[src/rtl/lock_pkg.sv]
// Shared key codes, sequencer states and default sizing for the door-lock front end.
package lock_pkg;

  localparam logic [3:0] KEY_STAR = 4'hA;
  localparam logic [3:0] KEY_HASH = 4'hB;

  localparam int DEF_MAX_DIGITS     = 6;
  localparam int DEF_MIN_DIGITS     = 4;
  localparam int DEF_MAX_FAILS      = 3;
  localparam int DEF_LOCKOUT_CYCLES = 1000;
  localparam int DEF_UNLOCK_CYCLES  = 500;

  typedef enum logic [2:0] {
    ENTRY,
    CHECK,
    UNLOCKED,
    SET_ENTRY,
    COMMIT,
    LOCKOUT
  } state_t;

endpackage

[src/rtl/lock_timer.sv]
// Loadable down-counter that parks at zero; zero is the expiry condition.
module lock_timer #(
  parameter int W = 10
) (
  input  logic         clk,
  input  logic         reset,
  input  logic         i_load,
  input  logic [W-1:0] i_load_val,
  output logic         o_expired
);

  logic [W-1:0] r_count;

  // Load has priority; otherwise count down and hold once zero is reached.
  always_ff @(posedge clk) begin
    if (!reset) begin
      r_count <= '0;
    end else if (i_load) begin
      r_count <= i_load_val;
    end else if (r_count != '0) begin
      r_count <= r_count - W'(1);
    end
  end

  assign o_expired = (r_count == '0);

endmodule

[src/rtl/keypad_entry_sequencer.sv]
// Turns debounced keypad strobes into digit-write, compare and commit control,
// and owns the unlock window and the failed-attempt lockout.
module keypad_entry_sequencer
  import lock_pkg::*;
#(
  parameter int MAX_DIGITS     = DEF_MAX_DIGITS,
  parameter int MIN_DIGITS     = DEF_MIN_DIGITS,
  parameter int MAX_FAILS      = DEF_MAX_FAILS,
  parameter int LOCKOUT_CYCLES = DEF_LOCKOUT_CYCLES,
  parameter int UNLOCK_CYCLES  = DEF_UNLOCK_CYCLES
) (
  input  logic                  clk,
  input  logic                  reset,
  input  logic                  key_valid,
  input  logic [3:0]            key_code,
  input  logic                  correct,
  output logic [3:0]            data,
  output logic [MAX_DIGITS-1:0] cs,
  output logic                  wr,
  output logic                  compare,
  output logic                  clear_input,
  output logic [2:0]            digit_count,
  output logic                  unlocked,
  output logic                  locked_out,
  output logic                  error
);

  localparam int TMR_MAX = (LOCKOUT_CYCLES > UNLOCK_CYCLES) ? LOCKOUT_CYCLES : UNLOCK_CYCLES;
  localparam int TMR_W   = $clog2(TMR_MAX);
  localparam int FAIL_W  = $clog2(MAX_FAILS + 1);
  // Loaded with N-1 so the guarded state lasts exactly N clocks including the exit edge.
  localparam logic [TMR_W-1:0] LOCK_LOAD   = TMR_W'(LOCKOUT_CYCLES - 1);
  localparam logic [TMR_W-1:0] UNLOCK_LOAD = TMR_W'(UNLOCK_CYCLES - 1);
  localparam logic [2:0]       MAX_CNT     = 3'(MAX_DIGITS);
  localparam logic [2:0]       MIN_CNT     = 3'(MIN_DIGITS);

  state_t                  r_state;
  logic                    r_check_phase;
  logic                    r_post_rst;
  logic [FAIL_W-1:0]       r_fail_cnt;
  logic [3:0]              r_data;
  logic [MAX_DIGITS-1:0]   r_cs;
  logic                    r_wr;
  logic                    r_compare;
  logic                    r_clear_input;
  logic [2:0]              r_digit_count;
  logic                    r_unlocked;
  logic                    r_locked_out;
  logic                    r_error;

  logic                    w_is_digit;
  logic                    w_is_star;
  logic                    w_is_hash;
  logic                    w_tmr_load;
  logic [TMR_W-1:0]        w_tmr_val;
  logic                    w_tmr_expired;

  assign w_is_digit = key_valid && (key_code <= 4'd9);
  assign w_is_star  = key_valid && (key_code == KEY_STAR);
  assign w_is_hash  = key_valid && (key_code == KEY_HASH);

  // Timer reloads: opening the door, entering lockout, and any key while unlocked.
  always_comb begin
    w_tmr_load = 1'b0;
    w_tmr_val  = UNLOCK_LOAD;
    case (r_state)
      CHECK: begin
        if (r_check_phase) begin
          w_tmr_load = 1'b1;
          w_tmr_val  = correct ? UNLOCK_LOAD : LOCK_LOAD;
        end
      end
      UNLOCKED: w_tmr_load = key_valid;
      default:  w_tmr_load = 1'b0;
    endcase
  end

  lock_timer #(.W(TMR_W)) u_timer (
    .clk        (clk),
    .reset      (reset),
    .i_load     (w_tmr_load),
    .i_load_val (w_tmr_val),
    .o_expired  (w_tmr_expired)
  );

  // Sequencer FSM; every output is a register and the strobes default low each cycle.
  always_ff @(posedge clk) begin
    if (!reset) begin
      r_state       <= ENTRY;
      r_check_phase <= 1'b0;
      r_post_rst    <= 1'b1;
      r_fail_cnt    <= '0;
      r_data        <= '0;
      r_cs          <= '0;
      r_wr          <= 1'b0;
      r_compare     <= 1'b0;
      r_clear_input <= 1'b0;
      r_digit_count <= '0;
      r_unlocked    <= 1'b0;
      r_locked_out  <= 1'b0;
      r_error       <= 1'b0;
    end else begin
      r_cs          <= '0;
      r_wr          <= 1'b0;
      r_compare     <= 1'b0;
      r_error       <= 1'b0;
      r_clear_input <= r_post_rst;
      r_post_rst    <= 1'b0;
      case (r_state)
        ENTRY, SET_ENTRY: begin
          if (r_state == SET_ENTRY && w_tmr_expired) begin
            // Unlock window closed before a commit: drop the partial password.
            r_state       <= ENTRY;
            r_unlocked    <= 1'b0;
            r_clear_input <= 1'b1;
            r_digit_count <= '0;
          end else if (w_is_digit) begin
            if (r_digit_count < MAX_CNT) begin
              r_data        <= key_code;
              r_cs          <= MAX_DIGITS'(1) << r_digit_count;
              r_digit_count <= r_digit_count + 3'd1;
            end else begin
              r_error <= 1'b1;
            end
          end else if (w_is_star) begin
            if (r_state == ENTRY) begin
              r_compare     <= 1'b1;
              r_check_phase <= 1'b0;
              r_state       <= CHECK;
            end else if (r_digit_count >= MIN_CNT) begin
              r_wr    <= 1'b1;
              r_cs    <= '1;
              r_state <= COMMIT;
            end else begin
              r_error <= 1'b1;
            end
          end else if (w_is_hash) begin
            r_clear_input <= 1'b1;
            r_digit_count <= '0;
          end
        end
        CHECK: begin
          // First cycle gives the comparator time to answer; second samples it.
          if (!r_check_phase) begin
            r_check_phase <= 1'b1;
          end else begin
            r_clear_input <= 1'b1;
            r_digit_count <= '0;
            if (correct) begin
              r_state    <= UNLOCKED;
              r_unlocked <= 1'b1;
              r_fail_cnt <= '0;
            end else if (r_fail_cnt == FAIL_W'(MAX_FAILS - 1)) begin
              r_state      <= LOCKOUT;
              r_locked_out <= 1'b1;
              r_fail_cnt   <= r_fail_cnt + FAIL_W'(1);
            end else begin
              r_state    <= ENTRY;
              r_fail_cnt <= r_fail_cnt + FAIL_W'(1);
            end
          end
        end
        UNLOCKED: begin
          // A key keeps the door open (timer reload), so it wins over expiry.
          if (key_valid) begin
            if (w_is_hash) begin
              r_state       <= SET_ENTRY;
              r_clear_input <= 1'b1;
              r_digit_count <= '0;
            end
          end else if (w_tmr_expired) begin
            r_state    <= ENTRY;
            r_unlocked <= 1'b0;
          end
        end
        COMMIT: begin
          r_state       <= ENTRY;
          r_clear_input <= 1'b1;
          r_digit_count <= '0;
          r_unlocked    <= 1'b0;
        end
        LOCKOUT: begin
          r_error <= key_valid && (key_code <= KEY_HASH);
          if (w_tmr_expired) begin
            r_state      <= ENTRY;
            r_locked_out <= 1'b0;
            r_fail_cnt   <= '0;
          end
        end
        default: r_state <= ENTRY;
      endcase
    end
  end

  assign data        = r_data;
  assign cs          = r_cs;
  assign wr          = r_wr;
  assign compare     = r_compare;
  assign clear_input = r_clear_input;
  assign digit_count = r_digit_count;
  assign unlocked    = r_unlocked;
  assign locked_out  = r_locked_out;
  assign error       = r_error;

endmodule

[config.mk]
export PLATFORM = sky130hd
export DESIGN_NAME = keypad_entry_sequencer
export DESIGN_NICKNAME = d
export VERILOG_FILES = /design/src/rtl/lock_pkg.sv /design/src/rtl/lock_timer.sv /design/src/rtl/keypad_entry_sequencer.sv
export SDC_FILE = /design/constraint.sdc
export NUM_CORES = 1
export LEC_CHECK = 0
export BUFFER_PORTS_ARGS = -buffer_cell sky130_fd_sc_hd__buf_2
export CORE_MARGIN = 4
export CORE_UTILIZATION = 44
export DETAILED_ROUTE_END_ITERATION = 12
export PLACE_DENSITY = 0.65
export SLEW_MARGIN = 20
export SYNTH_ARGS = -nofsm -noshare
export SYNTH_HDL_FRONTEND = slang
export SYNTH_SLANG_ARGS = --single-unit
[constraint.sdc]
create_clock -name clk -period 6.3 [get_ports clk]
set_input_delay 0.315 -clock clk [delete_from_list [all_inputs] [get_ports clk]]
set_output_delay 0.315 -clock clk [all_outputs]
set_load 0.05 [all_outputs]
==> impl_metrics.yaml, run 1 <==
pwr:
  p_leak_nw: 0.843
  powerDensity_nw_per_um2: 419
  vdd_ir_drop_max_mv: 0.200
grt:
  grt_max_degree: 21
  grt_pass1_vias: 1393
  antenna_found_initial: 0
  grt_pass1_wl_mm: 6.59
  overflow: 0
  grt_usage: 0.161
detailed_routing:
  firstDrtPassIters: 4
  drc: 0
  wire_per_inst_um: 13.6
  routed_wl_mm: 3.96
  drt_iter0_drc: 83
  vias: 1600
  detail-route-antenna-nets: 0
  vias_per_cell: 5.50
worst_setup_path:
  critPathMaxStageDelay_ns: 0.58
  path_cells: "inv_1, ha_1, or4b_1, or3_1, and3_4, o21ai_4, o32ai_1"
  start_kind: "flop"
  r2r_cells: 7
  crit_path_end_kind: "flop"
  slowest_stage: "or4b_1"
  path_max_fanout: 9
  worst-setup-path-type: "reg -> reg"
  crit_required_ns: 6.47
  critPathBufInv: 1
  worstPathArrival_ns: 2.59
  worst-path-stages: 7
  critPathTopFamily: "simple AND/OR/NAND/NOR gates"
sta:
  tightest_slew_ns: 0.934
  slew_violations: 0
  grt_setup_unrepaired: "no"
  hold_viol_final: 0
  fmax_mhz: 413
  fin_worst_skew_ns: 0.00801
  period_needed_ns: 2.42
  tns_ns: 0
  slew_headroom: 0.378
  finalSetupViolCount: 0
  fin_crit_sh: 0.385
synth:
  synthTopCellsByArea: "dfxtp_1, ha_1, nand2_1, nor2_1, a21oi_1"
  synth_top_area_frac: 0.392
  yosysUniqueCellTypes: 44
  ys_async_sr_fraction: 0
  yosysWarningCount: 0
  yosysSeqAreaShare: 0.392
  avgSynthCellArea_um2: 8.31
  synth_edf_count: 0
  yosysMostFrequentCell: "dfxtp_1"
  synth_largest_area_cell: "dfxtp_1"
  netlist_instances: 221
  syn_nets: 236
  syn_area_um2: 1840
  synth.ff_latch_count: 36
  ys.flop_type: "dfxtp_1"
  synth_common_cells: "dfxtp_1, nand2_1, nor2_1"
placement:
  gp_congestion: 0.808
  placedInstanceArea_um2: 1970
  dp_hpwl_mm: 2.73
  port_buffers: 26
  dp_cells: 283
floorplan:
  fp.dieW_um: 72.6
  rows: 23
  ios: 27
  die_area_um2: 5270
  start_util: 0.456
  die_height_um: 72.6
  core_area_um2: 4030
cells_and_area:
  final_nets: 255
  seqCellArea_um2: 721
  diodes: 0
  stdcell_area_um2: 2080
  fillers: 388
  final_cells: 291
  area_delta_synth_final_pct: 13.0
  multiInputGateArea_um2: 1010
  drive_gt1_frac: 0.170
clock_network:
  clkTransAtPathRegs_ns: 0.07
  ctsResizeCount: 0
  cts-root-buf: "clkbuf_8"
  numCtsBuffers: 5
  hold_buffers: 0
  postCtsSetupRepairBufs: 0
  clk_latency_ns: 0.29
  tritoncts: "yes"
  cts_buffer_depth: 2
  clock_sinks: 36
  h-tree-depth: 2
worst_hold_path:
  hold_class: "in -> reg"
  holdPathStages: 3
run:
  maxCapViolCount: 0
status:
  outcome: "complete, no violations"
## worst reg2reg max path, cell delays in order, from the launching register on
cell     delay [ns]
dfxtp_1        0.32
inv_1          0.07
ha_1           0.20
or4b_1         0.58
or3_1          0.54
and3_4         0.25
o21ai_4        0.24
o32ai_1        0.11
## power breakdown
group / switching, mW / leakage, nW / total (mW) / internal (mW)
Clock: 0.0805 / 0.0552 / 0.198 / 0.117
Combinational: 0.217 / 0.494 / 0.358 / 0.141
Sequential: 0.0452 / 0.294 / 0.313 / 0.268
Total: 0.343 / 0.843 / 0.869 / 0.526
## cell usage in the layout, fill, tap and decap left out, types with 2 or more instances in the layout
| cell | netlist | final |
|---|---|---|
| a22oi_1 | 3 | 3 |
| inv_1 | 11 | 11 |
| a32oi_1 | 2 | 2 |
| mux2i_1 | 6 | 6 |
| a211oi_1 | 2 | 2 |
| nand3_1 | 8 | 8 |
| a21oi_1 | 17 | 17 |
| buf_2 | 1 | 26 |
| nor2_1 | 23 | 23 |
| o31ai_1 | 4 | 4 |
| o32ai_1 | 3 | 3 |
| nand3b_1 | 2 | 2 |
| o21ai_0 | 7 | 7 |
| nor2b_1 | 2 | 2 |
| nor4_1 | 3 | 3 |
| ha_1 | 7 | 7 |
| nand4_1 | 3 | 3 |
| dfxtp_1 | 36 | 36 |
| or4_1 | 2 | 2 |
| clkbuf_8 | 0 | 5 |
| o221a_2 | 3 | 3 |
| nand2_1 | 23 | 23 |
| xnor2_1 | 4 | 4 |
| o21a_1 | 5 | 5 |
| nand2b_1 | 3 | 3 |
| or3_1 | 3 | 3 |
| a31oi_1 | 3 | 3 |
| nor3_1 | 7 | 7 |
## stage by stage
stage	utilization	setup WS, ns	total power [mW]	hold WS, ns
2_1_floorplan	-	4.10	0.624	0.418
3_3_place_gp	0.489	3.92	0.674	0.425
3_5_place_dp	0.489	3.88	0.674	0.437
4_1_cts	0.515	3.85	0.874	0.295
5_1_grt	0.515	3.72	0.933	0.304
6_report	0.515	3.88	0.869	0.295
## cell type report
type / count / area share
multi-input combinational: 160 / 0.488
sequential: 36 / 0.347
timing repair buffer: 26 / 0.0627
clock buffer: 6 / 0.0350
tap: 50 / 0.0301
inverter: 11 / 0.0199
clock inverter: 2 / 0.0169
## state kept, by name, indices dropped and copies added, names as in the netlist
register	cells
u_timer.r_count	10
cs	6
data	4
digit_count	3
r_state	3
r_fail_cnt	2
clear_input	1
compare	1
error	1
locked_out	1
r_check_phase	1
r_post_rst	1
unlocked	1
wr	1
## worst paths after layout
check             slack [ns]          startpoint              to
setup / recovery        3.88  u_timer.r_count[0]  digit_count[1]
hold / removal          0.30         key_code[1]         data[1]
setup reg to reg        3.88  u_timer.r_count[0]  digit_count[1]
hold reg to reg         0.45       r_fail_cnt[0]   r_fail_cnt[0]
## cells by family after synthesis
family / after synthesis / share of synthesized area
AND/OR/NAND/NOR: 86 / 0.234
AO/OA/AOI/OAI: 56 / 0.213
buffers and inverters: 25 / 0.0559
multiplexers: 6 / 0.0327
flip-flops: 36 / 0.392
XOR/XNOR: 5 / 0.0238
adder cells (fa/ha/maj): 7 / 0.0477
## metal layers
metal	GRT usage	vias to the layer above	part of all wire
li1	-	830	-
met1	0.218	731	0.51
met2	0.232	33	0.43
met3	0.0606	6	0.047
met4	0.0594	0	0.016
met5	0	-	0
(Power assumes the default switching activity.)
==> run 2, diff against run 1 <==
--- a/config.mk
+++ b/config.mk
@@ -9,7 +9,7 @@
 export CORE_MARGIN = 4
 export CORE_UTILIZATION = 44
 export DETAILED_ROUTE_END_ITERATION = 12
-export PLACE_DENSITY = 0.65
+export PLACE_DENSITY = 0.68
 export SLEW_MARGIN = 20
 export SYNTH_ARGS = -nofsm -noshare
 export SYNTH_HDL_FRONTEND = slang
==> constraint.sdc (replaced) <==
create_clock -name clk -period 2 [get_ports clk]
set_input_delay 0.1 -clock clk [delete_from_list [all_inputs] [get_ports clk]]
set_output_delay 0.1 -clock clk [all_outputs]
set_load 0.05 [all_outputs]
==> run 2 against run 1 <==
The flow now finishes with violations (negative setup slack). Sequential power increased to 3.0 times the previous value. Power rose to 3.7 times the previous value. Clock power grew 140%. Flip-flop and latch count did not move. Combinational power increased to 4.9 times the previous value. Largest cell class unchanged.
==> impl_metrics.yaml, run 2 (synthesis gave the netlist of run 1 again) <==
cells_and_area:
  area_delta_synth_final_pct: 29.2
  drive_gt1_frac: 0.317
  largest-register: "u_timer.r_count"
  diodes: 0
  largest_reg_flops: 10
  final_nets: 286
  final_core_util: 0.589
  layout_commonest_cell: "dfxtp_1"
  final_cell_mix: "dfxtp_1, buf_2, buf_4, nor2_1, nand2_1"
sta:
  grt_setup_unrepaired: "yes"
  period_needed_ns: 2.04
  finalSetupViolCount: 1
  worst_slack_ns: -0.0353
  slew_headroom: 0.648
  fin_crit_sh: 1.02
  holdWs_ns: 0.0766
  fin_worst_skew_ns: 0.00203
  fmax_mhz: 491
  hold_viol_final: 0
  slew_violations: 0
  tightest_slew_ns: 0.525
detailed_routing:
  vias: 1762
  wire_per_inst_um: 14.3
  drt_iter0_drc: 104
  drc: 0
  vias_per_cell: 5.49
  routed_wl_mm: 4.60
  firstDrtPassIters: 4
  detail-route-antenna-nets: 0
placement:
  port_buffers: 26
  dp_hpwl_mm: 3.19
  place_ws_ns: -0.0428
  gp_congestion: 0.886
floorplan:
  fp.dieW_um: 72.6
  core_area_um2: 4030
  ios: 27
  die_height_um: 72.6
  die_area_um2: 5270
  start_util: 0.456
  rows: 23
grt:
  overflow: 0
  grt_max_degree: 19
  grt_usage: 0.175
  grt_pass1_wl_mm: 7.25
  antenna_found_initial: 0
  grt_pass1_vias: 1614
worst_setup_path:
  path_max_fanout: 4
  r2r_slack_ns: -0.04
  worst-setup-path-type: "reg -> reg"
  crit_path_end_kind: "flop"
  r2r-start: "u_timer.r_count[1]"
  rr_endpoint: "r_state[2]"
  r2r_cells: 10
  crit_required_ns: 2.17
  start_kind: "flop"
  worstPathArrival_ns: 2.21
clock_network:
  cts_buffer_depth: 2
  clk_latency_ns: 0.29
  tritoncts: "yes"
  numCtsBuffers: 5
  h-tree-depth: 2
  cts-root-buf: "clkbuf_8"
  clock_sinks: 36
  hold_buffers: 0
  clkTransAtPathRegs_ns: 0.07
worst_hold_path:
  hold_end: "data[1]"
  hold_class: "in -> reg"
  min_from: "key_code[1]"
  holdPathStages: 3
pwr:
  vdd_ir_drop_max_mv: 0.900
  total_power_mw: 3.19
  p_leak_nw: 1.01
  powerDensity_nw_per_um2: 1350
status:
  failed_checks: "negative setup slack"
  outcome: "finished, violations left"
run:
  maxCapViolCount: 0
==> run 2: critical path, stage by stage, from the launching register on <==
cell	delay (ns)
dfxtp_2	0.33
inv_2	0.06
ha_4	0.12
or4b_4	0.46
buf_6	0.14
nor3_4	0.25
buf_6	0.16
buf_6	0.09
mux2i_1	0.07
o21ai_1	0.17
nor4_1	0.07
==> run 2: final cells by class <==
| class | count | area (um2) |
|---|---|---|
| inverter | 11 | 41.3 |
| fill | 372 | 1660 |
| multi-input combinational | 161 | 1100 |
| timing repair buffer | 56 | 370 |
| tap | 50 | 62.6 |
| clock buffer | 6 | 72.6 |
| sequential | 36 | 723 |
| clock inverter | 1 | 5.00 |
==> run 2: through the flow <==
step / TNS, ns / cell area (um2) / instances
2_1_floorplan: -1.14 / 1860 / 221
4_1_cts: -0.00835 / 2290 / 318
6_report: -0.0353 / 2370 / 321
3_3_place_gp: -0.0540 / 2200 / 311
3_5_place_dp: -0.112 / 2200 / 311
5_1_grt: -1.12 / 2370 / 321
==> run 2: timing repair <==
item / CTS / global route
pin swaps: 2 / 11
buffers inserted: 0 / 2
cloned: 0 / 1
endpoints found under the setup margin: 8 / 26
resized for setup: 3 / 15
==> run 2: metal layers <==
metal	up-vias	wire length, um	GRT usage	part of all wire
met1	823	2060	0.218	0.45
met3	5	269	0.0455	0.059
li1	888	-	-	-
met4	0	38	0.0820	0.0083
met2	46	2230	0.280	0.48
met5	-	0	0	0
==> run 2: worst max path at each step <==
| stage | slack, ns | cells after the start | to | start |
|---|---|---|---|---|
| 2_1_floorplan | -0.17 | 9 | digit_count[1] | u_timer.r_count[1] |
| 3_3_place_gp | -0.02 | 7 | digit_count[1] | u_timer.r_count[1] |
| 3_5_place_dp | -0.04 | 7 | digit_count[1] | u_timer.r_count[1] |
| 4_1_cts | -0.008 | 7 | u_timer.r_count[2] | u_timer.r_count[1] |
| 5_1_grt | -0.13 | 10 | r_state[2] | u_timer.r_count[1] |
| 6_report | -0.04 | 10 | r_state[2] | u_timer.r_count[1] |
==> run 2: where the power goes <==
part	switching [mW]	internal (mW)
logic	0.912	0.846
clock network	0.248	0.237
registers	0.103	0.849
total	1.26	1.93
